==> config.mk <==
export PLATFORM = sky130hd
export DESIGN_NAME = stream_demux2
export DESIGN_NICKNAME = d
export VERILOG_FILES = /design/src/rtl/stream_demux2.sv
export SDC_FILE = /design/constraint.sdc
export NUM_CORES = 1
export LEC_CHECK = 0
export CAP_MARGIN = 10
export CORE_MARGIN = 2
export CORE_UTILIZATION = 25
export CTS_BUF_LIST = sky130_fd_sc_hd__clkbuf_4 sky130_fd_sc_hd__clkbuf_8 sky130_fd_sc_hd__clkbuf_16
export DETAILED_ROUTE_END_ITERATION = 10
export DONT_BUFFER_PORTS = 1
export MAX_ROUTING_LAYER = met4
export SETUP_SLACK_MARGIN = 0.02
export SLEW_MARGIN = 5
export SYNTH_ARGS = -nofsm -noshare
export SYNTH_HDL_FRONTEND = slang
export SYNTH_SLANG_ARGS = --single-unit
==> constraint.sdc <==
create_clock -name clk -period 1.7 [get_ports clk]
set_input_delay 0.34 -clock clk [delete_from_list [all_inputs] [get_ports clk]]
set_output_delay 0.34 -clock clk [all_outputs]
set_load 0.02 [all_outputs]
==> src/rtl/stream_demux2.sv <==
// rtl/stream_demux2.sv - one-to-two packet stream demultiplexer with per-output packet counters
//
// Steers each input packet (beats up to and including s_last) to output 0 or 1.
// The destination is s_sel sampled on the first beat and held for the rest of the packet.
// Each output has a one-entry register stage.
//
// Ports:
//   clk, rst_n                   clock, synchronous active-low reset
//   s_data/s_last/s_sel/s_valid  input beat, packet end, destination, valid
//   s_ready                      input beat accepted when s_valid & s_ready
//   m0_data/m0_last/m0_valid     output 0 registered beat
//   m0_ready                     output 0 consumer ready
//   m1_data/m1_last/m1_valid     output 1 registered beat
//   m1_ready                     output 1 consumer ready
//   pkt_cnt0/pkt_cnt1            wrapping count of packets completed downstream per output
//   busy                         a packet is open (its first beat taken, its last not yet)

module stream_demux2 #(
    parameter int DATA_W = 32,
    parameter int CNT_W  = 8
) (
    input  logic              clk,
    input  logic              rst_n,
    input  logic [DATA_W-1:0] s_data,
    input  logic              s_last,
    input  logic              s_sel,
    input  logic              s_valid,
    output logic              s_ready,
    output logic [DATA_W-1:0] m0_data,
    output logic              m0_last,
    output logic              m0_valid,
    input  logic              m0_ready,
    output logic [DATA_W-1:0] m1_data,
    output logic              m1_last,
    output logic              m1_valid,
    input  logic              m1_ready,
    output logic [CNT_W-1:0]  pkt_cnt0,
    output logic [CNT_W-1:0]  pkt_cnt1,
    output logic              busy
);

    typedef enum logic {
        IDLE = 1'b0,
        BUSY = 1'b1
    } state_t;

    state_t state;
    state_t state_nxt;
    logic   route_q;
    logic   route_nxt;
    logic   route;
    logic   accept;

    assign accept = s_valid & s_ready;

    // State register
    always_ff @(posedge clk) begin
        if (!rst_n) begin
            state   <= IDLE;
            route_q <= 1'b0;
        end else begin
            state   <= state_nxt;
            route_q <= route_nxt;
        end
    end

    // Next-state logic; route is latched only when a multi-beat packet opens
    always_comb begin
        state_nxt = state;
        route_nxt = route_q;
        if (accept) begin
            case (state)
                IDLE: begin
                    if (!s_last) begin
                        state_nxt = BUSY;
                        route_nxt = s_sel;
                    end
                end
                BUSY: begin
                    if (s_last) begin
                        state_nxt = IDLE;
                    end
                end
                default: state_nxt = IDLE;
            endcase
        end
    end

    // Output logic; in IDLE the route follows s_sel directly so a packet's
    // first beat can be taken in the same cycle its destination is presented
    always_comb begin
        busy    = (state == BUSY);
        route   = (state == BUSY) ? route_q : s_sel;
        s_ready = 1'b0;
        if (rst_n) begin
            s_ready = route ? (~m1_valid | m1_ready) : (~m0_valid | m0_ready);
        end
    end

    // Output 0 register stage and packet counter
    always_ff @(posedge clk) begin
        if (!rst_n) begin
            m0_data  <= '0;
            m0_last  <= 1'b0;
            m0_valid <= 1'b0;
            pkt_cnt0 <= '0;
        end else begin
            if (accept && !route) begin
                m0_data  <= s_data;
                m0_last  <= s_last;
                m0_valid <= 1'b1;
            end else if (m0_ready) begin
                m0_valid <= 1'b0;
            end
            if (m0_valid && m0_ready && m0_last) begin
                pkt_cnt0 <= pkt_cnt0 + CNT_W'(1);
            end
        end
    end

    // Output 1 register stage and packet counter
    always_ff @(posedge clk) begin
        if (!rst_n) begin
            m1_data  <= '0;
            m1_last  <= 1'b0;
            m1_valid <= 1'b0;
            pkt_cnt1 <= '0;
        end else begin
            if (accept && route) begin
                m1_data  <= s_data;
                m1_last  <= s_last;
                m1_valid <= 1'b1;
            end else if (m1_ready) begin
                m1_valid <= 1'b0;
            end
            if (m1_valid && m1_ready && m1_last) begin
                pkt_cnt1 <= pkt_cnt1 + CNT_W'(1);
            end
        end
    end

endmodule
==> flow_summary_export.csv, run 1 <==
group,metric,value,unit
timing,finalCriticalPeriod,1.646,ns
layout,n_fill_cell,1393,
placement,dp_slack,0.1525,ns
clock_network,clockBufferDepth,2,
detailed_routing,vias,2538,
placement,place.port_buffers,0,
pwr,sw_frac_of_total,23.20,%
worst_setup_path,critPathSlowestCell,"dfxtp_2",
floorplanning,core_area,0.01319,mm^2
grt,grt_max_degree,91,
grt,grt_first_pass_wirelength,13390,um
detailed_routing,drc,0,
grt,track_usage,12.59,%
pwr,pwr-share-clk,44.1,%
synth,syn_nets,426,
outcome,status,"finished, final reports clean",
timing,max_freq,0.6075,GHz
detailed_routing,drt_iter0_drc,102,
grt,grt_use_met2,19.68,%
clock_network,numCtsBuffers,9,
grt,busiest_layer,"met2",
grt,antenna_found_initial,0,
synth,avgSynthCellArea,8.710,um^2
synth,syn-instance-count,385,
pwr,p_comb_share,5.7,%
worst_setup_path,cp-start-kind,"flop",
floorplanning,start_util,25.42,%
pwr,p_int,3.360,mW
synth,syn_area,0.003353,mm^2
grt,grtUsageMet3,7.177,%
worst_setup_path,worst-setup-path-type,"reg -> out",
timing,rsz0062_at_grt,"yes",
floorplanning,fp.dieW,119.8,um
pwr,vdd_drop_max,0.0004452,V
grt,grt_overflow,0,
clock_network,tritoncts,"built",
layout,mostFrequentLayoutCell,"nand2_1",
layout,antenna_cells,0,
worst_setup_path,critical-path-top-delay-family,"flip-flops",
timing,maxSlewHeadroom,75.87,%
pwr,total_leakage_power,1.422,nW
layout,fin_nets,433,
timing,post-route-period-util,96.83,%
clock_network,cts_root_buffer,"clkbuf_16",
detailed_routing,vias_per_cell,4.437,
grt,grt_util_met1,13.38,%
pwr,p_sw,1.015,mW
worst_setup_path,crit_fanout,3,
synth,synth_seq_cells,86,
layout,seqCellArea,0.001723,mm^2
synth,ys_seq_area_share,51.34,%
timing,clock_skew,0.005505,ns
timing,hold_violations,0,
detailed_routing,ant_nets,0,
pwr,power.density,1093,mW/mm^2
layout,final_cell_mix,"nand2_1 (141), dfxtp_1 (85), a21boi_0 (61)",
timing,setup_viol,0,
timing,worst_slew_pin_slew,0.3615,ns
clock_network,clock_insertion_delay_worst_skew,0.34,ns
detailed_routing,finalWirelength,8829,um
grt,grt_pass1_vias,2574,
timing,fin_tns_setup,0,ns
placement,gp_routability_congestion,0.7371,
floorplanning,io_pins,125,
detailed_routing,wire_per_inst,15.44,um
worst_setup_path,cp-end-kind,"output pin",
layout,multi_input_area,0.001549,mm^2
flow_run,drv_cap,0,
worst_setup_path,path_buf_inv,1,
timing,drv_slew,0,
timing,post-route-worst-setup-slack,0.05386,ns
detailed_routing,drt-pass1-iter-count,4,
worst_setup_path,required,1.36,ns
worst_setup_path,worst_path_largest_cell_delay,0.34,ns
floorplanning,num_rows,42,
worst_setup_path,crit_chain,"mux2i_4 -> buf_4 -> o21ai_1 -> and2_4",
floorplanning,dieArea,0.01436,mm^2
placement,dp_hpwl,5848,um
pwr,pwr-share-seq,50.2,%
synth,netlist-cell-type-count,25,
layout,syn_to_final_growth,19.40,%
clock_network,clk_pin_slew,0.06,ns
worst_setup_path,worstPathArrival,1.31,ns
floorplanning,die_y,119.8,um
layout,post_route_cells_drive_above_1_share,11.62,%
clock_network,holdBufCountCts,0,
clock_network,cts.sinks,86,
clock_network,htreeDepth,3,
synth,ys_warn_count,0,
hold_path,hold_path_class,"in -> reg",
## power groups by stage
stage | Combinational [mW] | Sequential, mW | Clock, mW
3_3_place_gp | 0.215 | 2.24 | 0
3_5_place_dp | 0.222 | 2.24 | 0
6_report | 0.249 | 2.19 | 1.93
4_1_cts | 0.234 | 2.19 | 2.03
5_1_grt | 0.280 | 2.20 | 2.10
2_1_floorplan | 0.167 | 2.23 | 0
## state kept, by name, summed over array words and instances (netlist names)
name      flops
m1_last       1
busy          1
m1_valid      1
m0_last       1
m1_data      32
route_q       1
pkt_cnt0      8
m0_data      32
m0_valid      1
pkt_cnt1      8
## metrics by stage
stage	cells	hold slack (ns)	cell area [um^2]	utilization, %	total power [mW]
global placement	553	0.4574	3627	27.50	2.453
global route	572	0.1215	4004	30.35	4.584
finish	572	0.1387	4004	30.35	4.375
floorplan	385	0.4449	3353	-	2.401
detailed placement	553	0.4653	3627	27.50	2.462
CTS	571	0.1147	3945	29.91	4.460
## path summary, 6_finish.rpt
path	cells past startpoint	from	slack, ns	to
worst max-delay path	4	busy	0.05	s_ready
worst min-delay path	2	s_data[5]	0.14	m1_data[5]
worst max register to register	6	busy	0.13	busy
worst min register to register	2	route_q	0.50	route_q
## repair_timing
| action | CTS | global route |
|---|---|---|
| pin swaps | 2 | 1 |
| hold endpoints to repair | 0 | 0 |
| setup buffers | 3 | 0 |
| gates resized for setup | 5 | 10 |
| cloned | 0 | 1 |
| endpoints found under the setup margin | 1 | 29 |
## cells by family after synthesis
logic type	Yosys count	synth area share, %
XOR/XNOR	13	3.396
multiplexers	4	1.306
AO/OA/AOI/OAI	74	16.57
buffers and inverters	26	3.321
adder cells (fa/ha/maj)	2	0.7461
AND/OR/NAND/NOR	180	23.32
flip-flops	86	51.34
## layer usage
metal,part of all wire [%],routed length [um],up-vias
met2,46,4079,87
met5,0,0,-
li1,-,-,1273
met3,11,992,8
met1,41,3627,1170
met4,1.5,129,0
## Yosys cell counts (all sizes together)
cell	number	area, um^2
o21a	1	7.510
nor2b	4	25.02
ha	2	25.02
and4	1	8.760
xor2	4	35.03
mux2i	4	43.79
and2	14	87.58
or3	2	12.51
nand4	7	43.79
buf	11	55.05
clkbuf	15	56.30
a211oi	1	12.51
a21boi	68	510.5
xnor2	9	78.83
dfxtp	86	1722
nand2	141	529.3
nand3	1	5.000
o311a	1	10.01
o21ai	3	15.01
nor3	3	26.28
nand2b	1	6.260
and3	6	37.54
## final cells by class
type | count | share of cell area (%)
clock buffer | 11 | 6.000
clock inverter | 4 | 1.219
multi-input combinational | 273 | 38.69
sequential | 86 | 43.03
tap | 176 | 5.500
timing repair buffer | 22 | 5.563
Power figures use the tool's default switching activity.
==> inputs of run 2 (changes only) <==
ABC_CLOCK_PERIOD_IN_PS = 1700   (was default)
==> results of run 2 <==
Same layout as run 1: the final DEF is identical, and so are final timing and power.
==> inputs of run 3 (changes only) <==
CELL_PAD_IN_SITES_DETAIL_PLACEMENT = 0   (was default)
CELL_PAD_IN_SITES_GLOBAL_PLACEMENT = 1   (was default)
CORE_UTILIZATION = 40   (was 25)
PLACE_DENSITY_LB_ADDON = 0.1   (was default)
==> run 3 against run 2 <==
Effect of this change:
- the run now ends with setup timing left
- global-route usage is 5.1 points higher
- routed wire length down 9.0%
- via count grew 0.55%
- first-iteration DRC count is 0.98% higher
- cell count shrank 11%
- clock power is 23% lower
- utilization increased by 17 points
- critical path depth up 1
- combinational power hardly changed
- power fell by 10%
==> flow_summary_export.csv, run 3 (synthesis gave the netlist of run 1 again) <==
group,metric,value,unit
outcome,status,"finished, violations left",
outcome,violations,"setup timing",
clock_network,clock_insertion_delay_worst_skew,0.36,ns
layout,final_cell_mix,"nand2_1 (140), dfxtp_1 (85), a21boi_0 (62)",
worst_setup_path,required,1.36,ns
detailed_routing,drt-pass1-iter-count,4,
timing,finalCriticalPeriod,1.729,ns
grt,grt_max_degree,91,
floorplanning,core_area,0.008175,mm^2
flow_run,drv_cap,0,
detailed_routing,vias_per_cell,5.014,
clock_network,cts_root_buffer,"clkbuf_8",
hold_path,worstHoldStart,"s_data[19]",
worst_setup_path,cp-end-kind,"output pin",
clock_network,clockBufferDepth,2,
floorplanning,io_pins,125,
clock_network,cts.sinks,86,
grt,grt_overflow,0,
timing,clock_skew,0.01410,ns
timing,max_freq,0.5784,GHz
detailed_routing,vias,2552,
pwr,power.density,1012,mW/mm^2
worst_setup_path,r2r.worst_path.cells,6,
worst_setup_path,reg2reg_from,"busy",
grt,antenna_found_initial,0,
timing,hold_violations,0,
layout,syn_to_final_growth,15.37,%
worst_setup_path,crit_fanout,3,
timing,post-route-period-util,101.7,%
floorplanning,dieArea,0.009132,mm^2
worst_setup_path,cp-start-kind,"flop",
layout,reg_top3,"m0_data: 32 flops, m1_data: 32 flops",
layout,antenna_cells,0,
timing,whs,0.1049,ns
grt,grt_first_pass_wirelength,12060,um
clock_network,numCtsBuffers,9,
placement,dp_slack,0.1330,ns
timing,fin_tns_setup,-0.02880,ns
pwr,finalPower,3.916,mW
detailed_routing,finalWirelength,8032,um
timing,drv_slew,0,
timing,rsz0062_at_grt,"yes",
floorplanning,num_rows,33,
worst_setup_path,reg2reg_slack,0.03,ns
clock_network,clk_pin_slew,0.09,ns
worst_setup_path,r2r_end,"m1_data[9]",
pwr,total_leakage_power,1.412,nW
worst_setup_path,worstPathArrival,1.39,ns
detailed_routing,drc,0,
hold_path,hold_path_class,"in -> reg",
layout,fin_nets,440,
floorplanning,start_util,41.02,%
grt,grt_pass1_vias,2418,
layout,mostFrequentLayoutCell,"nand2_1",
pwr,vdd_drop_max,0.0004631,V
floorplanning,fp.dieW,95.56,um
timing,post-route-worst-setup-slack,-0.02880,ns
placement,place.port_buffers,0,
placement,gp_routability_congestion,0.7054,
worst_setup_path,worst-setup-path-type,"reg -> out",
detailed_routing,wire_per_inst,15.78,um
layout,post_route_cells_drive_above_1_share,13.37,%
clock_network,htreeDepth,3,
detailed_routing,drt_iter0_drc,103,
hold_path,hold_depth,2,
timing,maxSlewHeadroom,75.90,%
hold_path,min_to,"m1_data[19]",
floorplanning,die_y,95.56,um
clock_network,holdBufCountCts,0,
detailed_routing,ant_nets,0,
grt,track_usage,17.68,%
clock_network,tritoncts,"built",
timing,setup_viol,1,
placement,dp_hpwl,5148,um
timing,worst_slew_pin_slew,0.3610,ns
[run 3: cell count changes in the layout (fill, tap and decap cells not counted), sizes merged]
cell      previous run  this run
buf                 21        28
clkinv               3         2
clkinvlp             0         2
[run 3: layer usage]
metal	track usage, %	share of wire [%]	wire length (um)
met1	21.18	44	3518
met5	-	0	0
met2	26.57	45	3583
met3	8.142	11	864
met4	5.357	0.81	65
[run 3: repair_timing]
| action | CTS | global route |
|---|---|---|
| resized for setup | 4 | 9 |
| buffers inserted | 1 | 3 |
| gates cloned | 0 | 2 |
| pin swaps | 1 | 2 |
| setup endpoints to repair | 1 | 37 |
[run 3: worst max path at each step]
stage               from       to  cells past startpoint
floorplan           busy  route_q                      4
global placement    busy     busy                      6
detailed placement  busy     busy                      6
CTS                 busy  s_ready                      5
global route        busy  s_ready                      5
finish              busy  s_ready                      5
[run 3: worst max-delay path, cell delays in order (launching register included)]
cell and delay, ns:
dfxtp_2 0.37, mux2i_4 0.25, buf_6 0.13, nand2_2 0.05, o21ai_2 0.05, and2_4 0.19
[run 3: cell type report]
cell class | instances | area, um^2
clock buffers | 11 | 145.1
clock inverters | 5 | 58.81
fillers | 826 | 4307
multi-input cells | 273 | 1541
flip-flops and latches | 86 | 1723
well taps | 105 | 131.4
repair buffers | 29 | 269.0
[run 3: report_power, final]
group / total (mW) / switching (mW) / internal [mW] / leakage [nW]
combinational: 0.249 / 0.127 / 0.122 / 0.615
clock: 1.48 / 0.740 / 0.736 / 0.0990
sequential: 2.19 / 0.113 / 2.08 / 0.698
total: 3.92 / 0.980 / 2.94 / 1.41
[run 3: stage by stage]
stage               instance area [um^2]  instances  util [%]
floorplan                           3353        385         -
detailed placement                  3571        487     43.68
CTS                                 3786        504     46.31
global placement                    3571        487     43.68
global route                        3869        509     47.32
finish                              3869        509     47.32
